### src/rtl/pio_debounce_capture.sv
// pio_debounce_capture: debounced parallel input port with per-channel
// edge capture and a level interrupt. Exposed as an Avalon-MM slave with
// no wait states and a fixed one-cycle read latency.
module pio_debounce_capture #(
   parameter int               WIDTH           = 18,
   parameter int               DEBOUNCE_CYCLES = 50000,
   parameter logic [WIDTH-1:0] INVERT_MASK     = '0
) (
   input  logic             clk_clk,
   input  logic             reset_reset,
   input  logic [WIDTH-1:0] in_export,
   input  logic [1:0]       address,
   input  logic             chipselect,
   input  logic             read,
   input  logic             write,
   input  logic [31:0]      writedata,
   output logic [31:0]      readdata,
   output logic             readdatavalid,
   output logic             irq
);

   localparam int               CNT_W    = $clog2(DEBOUNCE_CYCLES + 1);
   localparam logic [CNT_W-1:0] CNT_LAST = CNT_W'(DEBOUNCE_CYCLES - 1);
   localparam logic [CNT_W-1:0] CNT_ONE  = CNT_W'(1);

   typedef enum logic [1:0] {
      ADDR_DATA         = 2'd0,
      ADDR_IRQ_MASK     = 2'd1,
      ADDR_EDGE_CAPTURE = 2'd2,
      ADDR_EDGE_MODE    = 2'd3
   } reg_addr_e;

   // Input conditioning and debounce state
   logic [WIDTH-1:0] sync1_q;
   logic [WIDTH-1:0] sync2_q;
   logic [WIDTH-1:0] stable_q;
   logic [WIDTH-1:0] stable_d;
   logic [WIDTH-1:0] toggle;
   logic [CNT_W-1:0] cnt_q [WIDTH];
   logic [CNT_W-1:0] cnt_d [WIDTH];

   // Bus-visible registers
   logic [WIDTH-1:0] irq_mask_q;
   logic [WIDTH-1:0] irq_mask_d;
   logic [WIDTH-1:0] edge_cap_q;
   logic [WIDTH-1:0] edge_cap_d;
   logic [1:0]       edge_mode_q;
   logic [1:0]       edge_mode_d;
   logic [31:0]      readdata_q;
   logic [31:0]      readdata_d;
   logic             readdatavalid_q;
   logic             irq_q;
   logic             irq_d;

   // Bus decode helpers
   logic             wr_en;
   logic             rd_en;
   logic [WIDTH-1:0] clr_mask;
   logic [WIDTH-1:0] edge_set;

   // Upper writedata bits beyond WIDTH are intentionally ignored.
   logic unused_writedata;
   assign unused_writedata = ^writedata;

   assign wr_en = chipselect & write;
   assign rd_en = chipselect & read;

   // Synchronize the (optionally inverted) raw inputs and advance debounce state.
   always_ff @(posedge clk_clk) begin
      // NOTE: sequential state uses non-blocking assignments so every flop
      // samples pre-edge values regardless of statement order.
      if (reset_reset) begin
         sync1_q  <= '0;
         sync2_q  <= '0;
         stable_q <= '0;
         for (int i = 0; i < WIDTH; i++) begin
            cnt_q[i] <= '0;
         end
      end else begin
         sync1_q  <= in_export ^ INVERT_MASK;
         sync2_q  <= sync1_q;
         stable_q <= stable_d;
         for (int i = 0; i < WIDTH; i++) begin
            cnt_q[i] <= cnt_d[i];
         end
      end
   end

   // Per-channel mismatch counter; the stable bit flips once the mismatch
   // has persisted for DEBOUNCE_CYCLES consecutive cycles.
   always_comb begin
      // NOTE: every output gets a default before any branch, so no path
      // leaves a signal unassigned and no latch is inferred.
      toggle = '0;
      for (int i = 0; i < WIDTH; i++) begin
         cnt_d[i] = '0;
         if (sync2_q[i] != stable_q[i]) begin
            if (cnt_q[i] == CNT_LAST) begin
               toggle[i] = 1'b1;
            end else begin
               cnt_d[i] = cnt_q[i] + CNT_ONE;
            end
         end
      end
      stable_d = stable_q ^ toggle;
   end

   // Register-file next state, edge capture (set wins over clear) and read mux.
   always_comb begin
      irq_mask_d  = irq_mask_q;
      edge_mode_d = edge_mode_q;
      clr_mask    = '0;
      readdata_d  = readdata_q;

      if (wr_en) begin
         case (reg_addr_e'(address))
            ADDR_IRQ_MASK:     irq_mask_d  = writedata[WIDTH-1:0];
            ADDR_EDGE_CAPTURE: clr_mask    = writedata[WIDTH-1:0];
            ADDR_EDGE_MODE:    edge_mode_d = writedata[1:0];
            default:           ;
         endcase
      end

      edge_set   = (toggle & ~stable_q & {WIDTH{edge_mode_q[0]}})
                 | (toggle &  stable_q & {WIDTH{edge_mode_q[1]}});
      edge_cap_d = (edge_cap_q & ~clr_mask) | edge_set;

      // Reads see the pre-write register contents.
      if (rd_en) begin
         readdata_d = '0;
         case (reg_addr_e'(address))
            ADDR_DATA:         readdata_d[WIDTH-1:0] = stable_q;
            ADDR_IRQ_MASK:     readdata_d[WIDTH-1:0] = irq_mask_q;
            ADDR_EDGE_CAPTURE: readdata_d[WIDTH-1:0] = edge_cap_q;
            ADDR_EDGE_MODE:    readdata_d[1:0]       = edge_mode_q;
            default:           ;
         endcase
      end

      irq_d = |(edge_cap_q & irq_mask_q);
   end

   // Bus registers, read response and interrupt; reset overrides any write.
   always_ff @(posedge clk_clk) begin
      if (reset_reset) begin
         irq_mask_q      <= '0;
         edge_cap_q      <= '0;
         edge_mode_q     <= 2'b01;
         readdata_q      <= '0;
         readdatavalid_q <= 1'b0;
         irq_q           <= 1'b0;
      end else begin
         irq_mask_q      <= irq_mask_d;
         edge_cap_q      <= edge_cap_d;
         edge_mode_q     <= edge_mode_d;
         readdata_q      <= readdata_d;
         readdatavalid_q <= rd_en;
         irq_q           <= irq_d;
      end
   end

   assign readdata      = readdata_q;
   assign readdatavalid = readdatavalid_q;
   assign irq           = irq_q;

endmodule
### config.mk
export PLATFORM = sky130hd
export DESIGN_NAME = pio_debounce_capture
export DESIGN_NICKNAME = d
export VERILOG_FILES = /design/src/rtl/pio_debounce_capture.sv
export SDC_FILE = /design/constraint.sdc
export NUM_CORES = 1
export LEC_CHECK = 0
export ABC_CLOCK_PERIOD_IN_PS = 4900
export CAP_MARGIN = 10
export CELL_PAD_IN_SITES_DETAIL_PLACEMENT = 0
export CELL_PAD_IN_SITES_GLOBAL_PLACEMENT = 1
export CORE_MARGIN = 3
export CORE_UTILIZATION = 45
export DETAILED_ROUTE_END_ITERATION = 6
export GPL_ROUTABILITY_DRIVEN = 0
export PLACE_DENSITY_LB_ADDON = 0.1
export SYNTH_ARGS = -nofsm -noshare
export SYNTH_HDL_FRONTEND = slang
export SYNTH_SLANG_ARGS = --single-unit
export TNS_END_PERCENT = 50
### constraint.sdc
create_clock -name clk_clk -period 4.9 [get_ports clk_clk]
set_input_delay 0.49 -clock clk_clk [delete_from_list [all_inputs] [get_ports clk_clk]]
set_output_delay 0.49 -clock clk_clk [all_outputs]
set_load 0.005 [all_outputs]
==> qor_table.md, run 1 <==
| Item | This run | Unit |
|:---|:---|:---|
| Met2 GRT Util | 28.2 | % |
| Number of gates resized after CTS | 0 | - |
| Via count of the first global-routing pass | 12.4k | - |
| Met3 track demand over resource in global routing | 3.90 | % |
| Count of routing violations after the opening detailed-route iteration | 585 | - |
| Time the final worst path needs with I/O delays and setup | 2750 | ps |
| Die width | 202 | um |
| Worst-path fanout max | 18 | - |
| Simple-gate area share of the yosys netlist | 29.6 | % |
| Number of routed nets with antenna violations | 0 | - |
| Post-synthesis to final-layout area growth | 14.3 | % |
| Slack of the worst reg-to-reg path | 2640 | ps |
| GR Util met1 | 24.5 | % |
| Type of element capturing the critical path | register | - |
| Final wirelength | 36,700 | um |
| Fraction of synthesis flops using an asynchronous set or reset pin | 0 | % |
| Overall power of the completed layout | 6.97 | mW |
| Startpoint of the lowest-slack hold path | sync1_q[12] | - |
| Post-Syn Area per Cell | 8.84 | um2 |
| Number of core rows | 71 | - |
| Number of buffers inserted to repair setup after CTS | 0 | - |
| Synthesized-area fraction occupied by ao, oa, aoi and oai cells | 3.27 | % |
| Worst hold path class | reg -> reg | - |
| Antenna violations before repair | 3 | - |
| Total clock buffers created by CTS | 45 | - |
| Total gr overflow | 0 | - |
| Final setup violation count | 0 | - |
| Number of synthesized register bits | 400 | - |
| Cells after Synth | 1,960 | - |
| Initial Utilization | 45.8 | % |
| Top cell types by occurrence after synthesis | dfxtp_1, nor2_1, xnor2_1 | - |
| Clock tree root driver cell | clkbuf_16 | - |
| Detailed-route vias per instance | 5.08 | - |
| Cell count of the worst reg-to-reg path | 5 | - |
| VDD IR max | 0.000260 | V |
| Measured slew at the worst slew-check pin | 1040 | ps |
| Area of the mapped netlist | 17,300 | um2 |
| Worst endpoint required time | 5310 | ps |
| Utilization after layout | 52.3 | % |
| Die height | 202 | um |
| Synthesis Warnings | 0 | - |
| Synth Area in XOR/XNOR | 13.4 | % |
| Number of port buffers | 62 | - |
| Achievable frequency | 364 | MHz |
| Maximum clock path buffer count | 3 | - |
| Cell types with the largest area share after synthesis | dfxtp_1, xnor2_1, nor2_1 | - |
| Cell area power density | 352 | nW/um2 |
| Leakage power of the design | 6.05 | nW |
| Synth area leader | dfxtp_1 | - |
| Final Hold Fails | 0 | - |
| Hold path depth | 1 | - |
| Final net count | 2,086 | - |
| First-pass GRT wire length | 61,500 | um |
| Fin crit share | 56.1 | % |
| Share of post-route cells with drive strength above 1 | 4.55 | % |
| Overall via count from detail_route | 13.0k | - |
| Total non-filler cell area in the finished layout | 19,800 | um2 |
| Number of flops mapped to enable cells by yosys | 0 | - |
| Run status | complete, no violations | - |
| Area share of the largest cell type after synthesis | 46.2 | % |
| Clock input transition at the sequential cells of the worst setup and hold paths | 60 | ps |
| Area of the core region | 37,800 | um2 |
| Number of levels in the clock H-tree | 2 | - |
| Worst setup path category | in -> reg | - |
| Most Crowded Layer GR | met2 | - |
| Clock Skews | 15.7 | ps |
| Data arrival at the endpoint of the critical path | 3160 | ps |
| Most used flip-flop cell after synthesis | dfxtp_1 | - |
| Setup tns final | 0 | ps |
| Post-Place Cell Area | 18,200 | um2 |
| DRC violations left | 0 | - |
| Dpl hpwl | 24,500 | um |
| Crit path from | address[1] | - |
| Insertion delay to the later sink of the worst-skew pair | 560 | ps |
| Detailed-router iteration count before antenna repair | 5 | - |
| Proportion of synthesized chip area in sequential cells | 46.2 | % |
| Crit start category | input pin | - |
| Number of slew-limit violations in the final report | 0 | - |
| Min setup slack post-route | 2150 | ps |
| Total routing resource utilization after global routing | 17.8 | % |
| Number of placed I/O pins | 91 | - |
| Post-Place Worst Slack | 1580 | ps |
| Area of the die | 40,900 | um2 |
| Number of sinks handled by clock tree synthesis | 400 | - |
| Post-synthesis share of cell area spent on full adders, half adders and majority gates | 1.30 | % |
| Count of hold buffers inserted by post-cts repair | 0 | - |
| Unrepaired setup endpoints after global routing | false | - |
| Slew HR | 30.8 | % |
| Reg2Reg Launch Point | cnt_q[5][0] | - |
| Max Cap Viol | 0 | - |
| Main combinational cell family by area after synthesis | simple AND/OR/NAND/NOR gates | - |
| CTS tree | done | - |
| Count of distinct cell types in the synthesized netlist | 53 | - |
| Per-cell routed wire length | 14.3 | um |
| Pin count of the biggest net entering global routing | 70 | - |
| Portion of netlist area occupied by mux cells | 2.28 | % |
-- state kept, by name, summed over array words and instances (netlist names), named ones only --
signal and cells:
edge_mode_q 2, irq 1, sync2_q 18, edge_cap_q 18, readdatavalid 1, cnt_q 288
irq_mask_q 18, readdata 18, sync1_q 18
-- power by group --
part	switching [mW]	internal, mW	total [mW]
combinational	0.0999	0.0823	0.182
sequential	0.0240	3.28	3.31
clock	1.32	2.16	3.48
total	1.44	5.53	6.97
-- worst paths after layout --
| path | end |
|---|---|
| max | irq_mask_q[5] |
| min | sync2_q[12] |
| max reg2reg | cnt_q[5][3] |
| min reg2reg | sync2_q[12] |
-- logic make-up after synthesis --
group / Yosys count
AO/OA/AOI/OAI: 84
XOR/XNOR: 265
adder cells (fa/ha/maj): 18
buffers and inverters: 140
flip-flops: 400
multiplexers: 37
other: 1
AND/OR/NAND/NOR: 1015
-- placed cells by master, fill, tap and decap left out, types with 7 or more instances in the layout --
cell,instances
xnor2_1,224
ha_1,18
nand4b_1,9
nand3b_1,24
clkbuf_1,11
conb_1,14
nand3_1,95
inv_1,64
nor2_1,400
or3_1,9
clkdlybuf4s50_1,61
a31oi_1,7
mux2i_1,35
nor4b_1,7
nand4_1,61
a211oi_1,16
nor2b_1,37
dfxtp_1,400
clkbuf_16,47
xor2_1,41
nor4_2,9
and3_1,20
clkbuf_8,13
or4bb_1,13
nor4_1,63
nor4bb_1,14
or4_1,8
nand2_1,133
nor3_1,78
a22oi_1,10
a21oi_1,27
-- stage by stage --
| step | hold slack [ps] | instances |
|---|---|---|
| 2_1_floorplan | 412 | 1973 |
| 3_3_place_gp | 417 | 2475 |
| 3_5_place_dp | 426 | 2475 |
| 4_1_cts | 439 | 2557 |
| 5_1_grt | 453 | 2558 |
| 6_report | 434 | 2559 |
-- layer usage --
layer	share of wire, %	vias up
met2	44	160
met4	2.0	4
met5	0.093	-
met1	50	6005
li1	-	6764
met3	4.6	56
-- worst max-delay path: stages --
cell	delay [ps]
clkdlybuf4s50_1	780
nor2b_1	790
nand3_1	750
nand2_1	250
a21oi_1	80
-- area by class of cell --
type	count	area [um2]
Fill cell	3681	18000
Multi-Input combinational cell	1433	8690
Sequential cell	400	8010
Clock buffer	71	1400
Timing Repair Buffer	67	668
Tap cell	511	639
Inverter	64	240
Clock inverter	11	159
Antenna cell	2	5.00
(Power assumes the default switching activity.)
==> inputs of run 2 (changes only) <==
--- a/config.mk
+++ b/config.mk
@@ -5,12 +5,12 @@
 export SDC_FILE = /design/constraint.sdc
 export NUM_CORES = 1
 export LEC_CHECK = 0
-export ABC_CLOCK_PERIOD_IN_PS = 4900
+export ABC_CLOCK_PERIOD_IN_PS = 2220
 export CAP_MARGIN = 10
 export CELL_PAD_IN_SITES_DETAIL_PLACEMENT = 0
 export CELL_PAD_IN_SITES_GLOBAL_PLACEMENT = 1
 export CORE_MARGIN = 3
-export CORE_UTILIZATION = 45
+export CORE_UTILIZATION = 42
 export DETAILED_ROUTE_END_ITERATION = 6
 export GPL_ROUTABILITY_DRIVEN = 0
 export PLACE_DENSITY_LB_ADDON = 0.1
==> constraint.sdc (replaced) <==
create_clock -name clk_clk -period 2.22 [get_ports clk_clk]
set_input_delay 0.222 -clock clk_clk [delete_from_list [all_inputs] [get_ports clk_clk]]
set_output_delay 0.222 -clock clk_clk [all_outputs]
set_load 0.005 [all_outputs]
==> run 2 against run 1 <==
Against the previous run:
- worst hold slack got worse by 210 ps
- clock skew fell by 1.3 ps
- sequential share of layout area fell by 0.79 points
- register-to-register slack got worse by 2300 ps
- die area rose by 6.9%
- non-clock buffer count rose by 48
- flip-flop and latch count did not move
- worst setup slack got worse by 1800 ps
- global-route usage fell by 0.80 points
- combinational power rose by 140%
- sequential power rose by 120%
- critical path type is now reg -> reg
- critical endpoint is now cnt_q[14][3]
- largest power group unchanged
==> qor_table.md, run 2 (synthesis gave the netlist of run 1 again) <==
| Item | This run | Unit |
|:---|:---|:---|
| First-pass GRT wire length | 62,700 | um |
| Clock tree root driver cell | clkbuf_16 | - |
| GR Util met1 | 23.7 | % |
| Measured slew at the worst slew-check pin | 567 | ps |
| Part of the total power dissipated in the clock network | 49.6 | % |
| Via count of the first global-routing pass | 12.3k | - |
| Net Sw Power | 3.26 | mW |
| Maximum clock path buffer count | 3 | - |
| Critical path, cell by cell | or4b_1 > nor4_2 > buf_4 > or3_1 > buf_4 > nor2_1 | - |
| Detailed-route vias per instance | 5.03 | - |
| Final wirelength | 37,600 | um |
| Type of element capturing the critical path | register | - |
| Cell count of the worst reg-to-reg path | 6 | - |
| Number of port buffers | 62 | - |
| Number of levels in the clock H-tree | 2 | - |
| Internal power consumption | 12.1 | mW |
| Highest-delay cell along the critical path | or4b_1 | - |
| Commonest cells after routing, fill and taps aside | nor2_1, dfxtp_1, xnor2_1, nand2_1, nand3_1 | - |
| Largest stage delay, worst path | 540 | ps |
| Dpl hpwl | 25,600 | um |
| Count of routing violations after the opening detailed-route iteration | 687 | - |
| Register containing the most flip-flops in the final layout | cnt_q | - |
| Terminating pin of the worst hold path | sync1_q[2] | - |
| Total clock buffers created by CTS | 46 | - |
| Leakage power of the design | 6.27 | nW |
| Most Crowded Layer GR | met2 | - |
| CTS tree | done | - |
| Detailed-router iteration count before antenna repair | 5 | - |
| Crit path top cell by count | buf_4 | - |
| Time the final worst path needs with I/O delays and setup | 1910 | ps |
| Per-cell routed wire length | 14.3 | um |
| Run status | complete, no violations | - |
| Number of buffers inserted to repair setup after CTS | 0 | - |
| Setup tns final | 0 | ps |
| Cell area power density | 761 | nW/um2 |
| Reg2reg end | cnt_q[14][3] | - |
| Worst-path fanout max | 16 | - |
| Clock input transition at the sequential cells of the worst setup and hold paths | 60 | ps |
| Number of slew-limit violations in the final report | 0 | - |
| Met3 track demand over resource in global routing | 4.73 | % |
| Initial Utilization | 43.0 | % |
| Number of routed nets with antenna violations | 0 | - |
| Slew HR | 62.2 | % |
| Post-synthesis to final-layout area growth | 16.6 | % |
| Pin count of the biggest net entering global routing | 37 | - |
| Startpoint of the lowest-slack hold path | in_export[2] | - |
| Area of the core region | 40,300 | um2 |
| Final Hold Fails | 0 | - |
| Antenna violations before repair | 7 | - |
| Total routing resource utilization after global routing | 17.0 | % |
| Worst endpoint required time | 2680 | ps |
| DRC violations left | 0 | - |
| Part of the total power dissipated in combinational logic | 2.9 | % |
| Fin crit share | 86.2 | % |
| Number of sinks handled by clock tree synthesis | 400 | - |
| Total gr overflow | 0 | - |
| Number of core rows | 73 | - |
| Met2 GRT Util | 25.8 | % |
| Unrepaired setup endpoints after global routing | false | - |
| Achievable frequency | 523 | MHz |
| Worst hold path class | in -> reg | - |
| Clock Skews | 14.4 | ps |
| Worst hold margin | 224 | ps |
| Final net count | 2,135 | - |
| Crit start category | register | - |
| Max FFs per register | 288 | - |
| Worst setup path category | reg -> reg | - |
| Hold path depth | 2 | - |
| Max Cap Viol | 0 | - |
| Overall via count from detail_route | 13.2k | - |
| Reg2Reg Launch Point | cnt_q[14][7] | - |
| Die height | 209 | um |
| Share of post-route cells with drive strength above 1 | 6.69 | % |
| Area of the die | 43,700 | um2 |
| Crit path from | cnt_q[14][7] | - |
| Final setup violation count | 0 | - |
| Slack of the worst reg-to-reg path | 310 | ps |
| Seq pwr share | 47.5 | % |
| Data arrival at the endpoint of the critical path | 2370 | ps |
| Insertion delay to the later sink of the worst-skew pair | 570 | ps |
| Proportion of total power due to net switching | 21.2 | % |
| Number of placed I/O pins | 91 | - |
| Die width | 209 | um |
| VDD IR max | 0.000593 | V |
run 2: cell count changes in the layout (fill, tap and decap cells not counted), sizes merged:
| cell | before | now |
|---|---|---|
| diode | 2 | 3 |
| dlygate4sd3 | 0 | 1 |
| buf | 6 | 53 |
| inv | 65 | 66 |
| clkinv | 6 | 7 |
| clkinvlp | 0 | 2 |
| clkbuf | 71 | 67 |
run 2: cell type report:
| cell class | instances | area (um2) |
|---|---|---|
| diodes | 3 | 7.51 |
| clock buffers | 67 | 1340 |
| clock inverters | 15 | 188 |
| fillers | 3879 | 20100 |
| inverters | 64 | 240 |
| multi-input cells | 1433 | 8690 |
| flip-flops and latches | 400 | 8010 |
| well taps | 525 | 657 |
| repair buffers | 115 | 1070 |
run 2: per-layer routing:
layer  vias up  wire, um
met1      6092     18800
met2       144     16100
met4         8       852
li1       6863         -
met3        73      1790
met5         -        68
run 2: stage by stage:
stage	utilization, %	total power [mW]	instance area (um2)	worst slack [ps]	cells
after floorplan	-	7.68	17400	440	1973
after global placement	46.3	7.90	18700	307	2536
after detailed placement	46.3	7.90	18700	296	2536
after CTS	50.1	15.7	20200	290	2619
after global routing	50.2	16.0	20200	178	2622
final	50.2	15.4	20200	307	2622
run 2: power by group through the flow:
| stage | Sequential [mW] | Clock, mW | Combinational, mW |
|---|---|---|---|
| 4_1_cts | 7.30 | 7.93 | 0.447 |
| 5_1_grt | 7.30 | 8.21 | 0.486 |
| 2_1_floorplan | 7.44 | 0 | 0.242 |
| 6_report | 7.30 | 7.63 | 0.441 |
| 3_3_place_gp | 7.45 | 0 | 0.442 |
| 3_5_place_dp | 7.46 | 0 | 0.444 |
run 2: how the worst max path moves through the flow:
stage / endpoint / slack [ps] / cells past startpoint
2_1_floorplan: cnt_q[9][10] / 440 / 5
3_3_place_gp: cnt_q[8][5] / 310 / 5
3_5_place_dp: cnt_q[7][12] / 300 / 5
4_1_cts: cnt_q[7][12] / 290 / 5
5_1_grt: cnt_q[7][12] / 180 / 5
6_report: cnt_q[14][3] / 310 / 6
run 2: critical path, delay by kind of cell, from the launching register on:
kind,cells,cell delay [ps]
buf+inv,2,400
simple gates,4,1070
flops,1,340
run 2: repair_timing:
| item | 4_1_cts | 5_1_grt |
|---|---|---|
| resized for setup | 0 | 0 |
| hold endpoints to repair | 1 | 0 |
| hold buffers | 1 | 0 |
==> inputs of run 3 (changes only) <==
--- a/config.mk
+++ b/config.mk
@@ -13,7 +13,7 @@
 export CORE_UTILIZATION = 42
 export DETAILED_ROUTE_END_ITERATION = 6
 export GPL_ROUTABILITY_DRIVEN = 0
-export PLACE_DENSITY_LB_ADDON = 0.1
+export PLACE_DENSITY_LB_ADDON = 0.12
 export SYNTH_ARGS = -nofsm -noshare
 export SYNTH_HDL_FRONTEND = slang
 export SYNTH_SLANG_ARGS = --single-unit
==> run 3 against run 2 <==
Against the previous run:
- final cell count barely moved
- largest power group unchanged
- clock power decreased by 1%
- largest cell class unchanged
- clock skew decreased by 2.0 ps
- global-route usage down 0.17 points
- sequential share of layout area is essentially flat
- die area did not move
- critical path depth is the same
- highest routed layer unchanged
==> qor_table.md, run 3 (synthesis gave the netlist of run 1 again) <==
| Item | This run | Unit |
|:---|:---|:---|
| Achievable frequency | 515 | MHz |
| Count of buffer and inverter cells on the critical path | 2 | - |
| Max Cap Viol | 0 | - |
| DRC violations left | 0 | - |
| Part of the total power dissipated in combinational logic | 2.8 | % |
| Highest-delay cell along the critical path | or4b_1 | - |
| Min setup slack post-route | 277 | ps |
| Number of port buffers | 62 | - |
| Cell family with most CP delay | simple AND/OR/NAND/NOR gates | - |
| Total non-filler cell area in the finished layout | 20,200 | um2 |
| Seq pwr share | 47.8 | % |
| FF/Latch Area | 8010 | um2 |
| Unrepaired setup endpoints after global routing | false | - |
| Worst setup path category | reg -> reg | - |
| Slack of the worst reg-to-reg path | 280 | ps |
| Net Sw Power | 3.26 | mW |
| CTS tree | done | - |
| Number of slew-limit violations in the final report | 0 | - |
| Final net count | 2,134 | - |
| Total gr overflow | 0 | - |
| Cell count of the worst reg-to-reg path | 6 | - |
| Dpl hpwl | 25,200 | um |
| Number of sinks handled by clock tree synthesis | 400 | - |
| Type of element capturing the critical path | register | - |
| Max FFs per register | 288 | - |
| Reg2reg end | cnt_q[14][15] | - |
| Clock Skews | 12.4 | ps |
| Proportion of total power due to net switching | 21.4 | % |
| Worst hold path class | in -> reg | - |
| Detailed-router iteration count before antenna repair | 5 | - |
| Maximum clock path buffer count | 3 | - |
| Worst-path fanout max | 16 | - |
| Final wirelength | 37,200 | um |
| Hold path depth | 2 | - |
| Post-Place Cell Area | 18,600 | um2 |
| Reg2Reg Launch Point | cnt_q[14][7] | - |
| Run status | complete, no violations | - |
| Part of the total power dissipated in the clock network | 49.4 | % |
| Largest stage delay, worst path | 540 | ps |
| Clock tree root driver cell | clkbuf_16 | - |
| Antenna violations before repair | 3 | - |
| Clock input transition at the sequential cells of the worst setup and hold paths | 50 | ps |
| Crit start category | register | - |
| Number of buffers inserted to repair setup after CTS | 0 | - |
| Overall via count from detail_route | 13.1k | - |
| Number of levels in the clock H-tree | 2 | - |
| Filler Cells Inserted | 3,842 | - |
| Post-Place Worst Slack | 212 | ps |
| Register containing the most flip-flops in the final layout | cnt_q | - |
| Fin crit share | 87.5 | % |
| Total routing resource utilization after global routing | 16.9 | % |
| Count of non-filler cells in the finished layout | 2,621 | - |
| Insertion delay to the later sink of the worst-skew pair | 560 | ps |
| Detailed-route vias per instance | 4.99 | - |
| Critical path, cell by cell | or4b_1 > nor4_2 > buf_4 > or3_1 > buf_12 > a21oi_1 | - |
| Number of placed I/O pins | 91 | - |
| Die height | 209 | um |
| Final setup violation count | 0 | - |
| First-pass GRT wire length | 62,100 | um |
| Number of core rows | 73 | - |
| Measured slew at the worst slew-check pin | 753 | ps |
| Data arrival at the endpoint of the critical path | 2380 | ps |
| Commonest cells after routing, fill and taps aside | nor2_1, dfxtp_1, xnor2_1, nand2_1, nand3_1 | - |
| Via count of the first global-routing pass | 12.4k | - |
| Post-synthesis to final-layout area growth | 16.5 | % |
| Count of routing violations after the opening detailed-route iteration | 702 | - |
| Initial Utilization | 43.0 | % |
| Post-Place Cells | 2,536 | - |
| Total clock buffers created by CTS | 46 | - |
| Die width | 209 | um |
| Pin count of the biggest net entering global routing | 60 | - |
| Area taken by multi-input logic gates | 8690 | um2 |
| Share of post-route cells with drive strength above 1 | 6.92 | % |
| Internal power consumption | 12.0 | mW |
| Terminating pin of the worst hold path | edge_cap_q[12] | - |
| Setup tns final | 0 | ps |
| Slew HR | 49.7 | % |
| Area of the die | 43,700 | um2 |
| Per-cell routed wire length | 14.2 | um |
| Count of hold buffers inserted by post-cts repair | 0 | - |
| Cell area power density | 756 | nW/um2 |
| Worst endpoint required time | 2660 | ps |
| Startpoint of the lowest-slack hold path | reset_reset | - |
| Leakage power of the design | 6.28 | nW |
| Area of the core region | 40,300 | um2 |
| Number of gates resized after CTS | 0 | - |
| Final Hold Fails | 0 | - |
| Number of routed nets with antenna violations | 0 | - |
| Time the final worst path needs with I/O delays and setup | 1940 | ps |
| VDD IR max | 0.000572 | V |
## run 3: cell types whose count changed in the layout (fill, tap and decap cells not counted)
cell / before / now
bufinv_16: 4 / 2
inv_6: 2 / 0
clkbuf_1: 11 / 8
inv_8: 0 / 1
dlygate4sd3_1: 1 / 0
diode_2: 3 / 1
buf_12: 4 / 3
clkbuf_16: 47 / 49
clkinv_2: 7 / 13
buf_4: 49 / 50
## run 3: layout make-up
cell class / count / area share, %
multi-input combinational: 1433 / 43.1
sequential: 400 / 39.7
clock buffer: 66 / 6.84
timing repair buffer: 114 / 5.18
tap: 525 / 3.26
inverter: 64 / 1.19
clock inverter: 18 / 0.750
antenna: 1 / 0.0124
## run 3: worst max path at each step
stage,depth (start not counted),endpoint,startpoint,slack (ps)
2_1_floorplan,5,cnt_q[9][10],cnt_q[9][11],440
3_3_place_gp,6,cnt_q[14][15],cnt_q[14][7],270
3_5_place_dp,6,cnt_q[14][15],cnt_q[14][12],210
4_1_cts,6,cnt_q[14][15],cnt_q[14][12],190
5_1_grt,6,cnt_q[14][15],cnt_q[14][7],110
6_report,6,cnt_q[14][15],cnt_q[14][7],280
## run 3: metrics by stage
stage | hold slack [ps] | total power [mW] | utilization (%)
final | 182 | 15.3 | 50.1
after global routing | 197 | 15.9 | 50.1
after CTS | 164 | 15.5 | 50.1
after detailed placement | 420 | 7.89 | 46.3
after global placement | 416 | 7.89 | 46.3
after floorplan | 350 | 7.68 | -
## run 3: power groups by stage
stage	clock, mW	combinational, mW	sequential, mW
after floorplan	0	0.242	7.44
after global placement	0	0.437	7.45
after detailed placement	0	0.439	7.45
after CTS	7.81	0.440	7.29
after global routing	8.09	0.479	7.30
final	7.53	0.434	7.29
## run 3: routing by layer
metal,share of wire [%],GRT usage (%)
met1,50,23.2
met2,44,26.7
met3,4.8,3.75
met4,1.9,4.64
met5,0.11,0
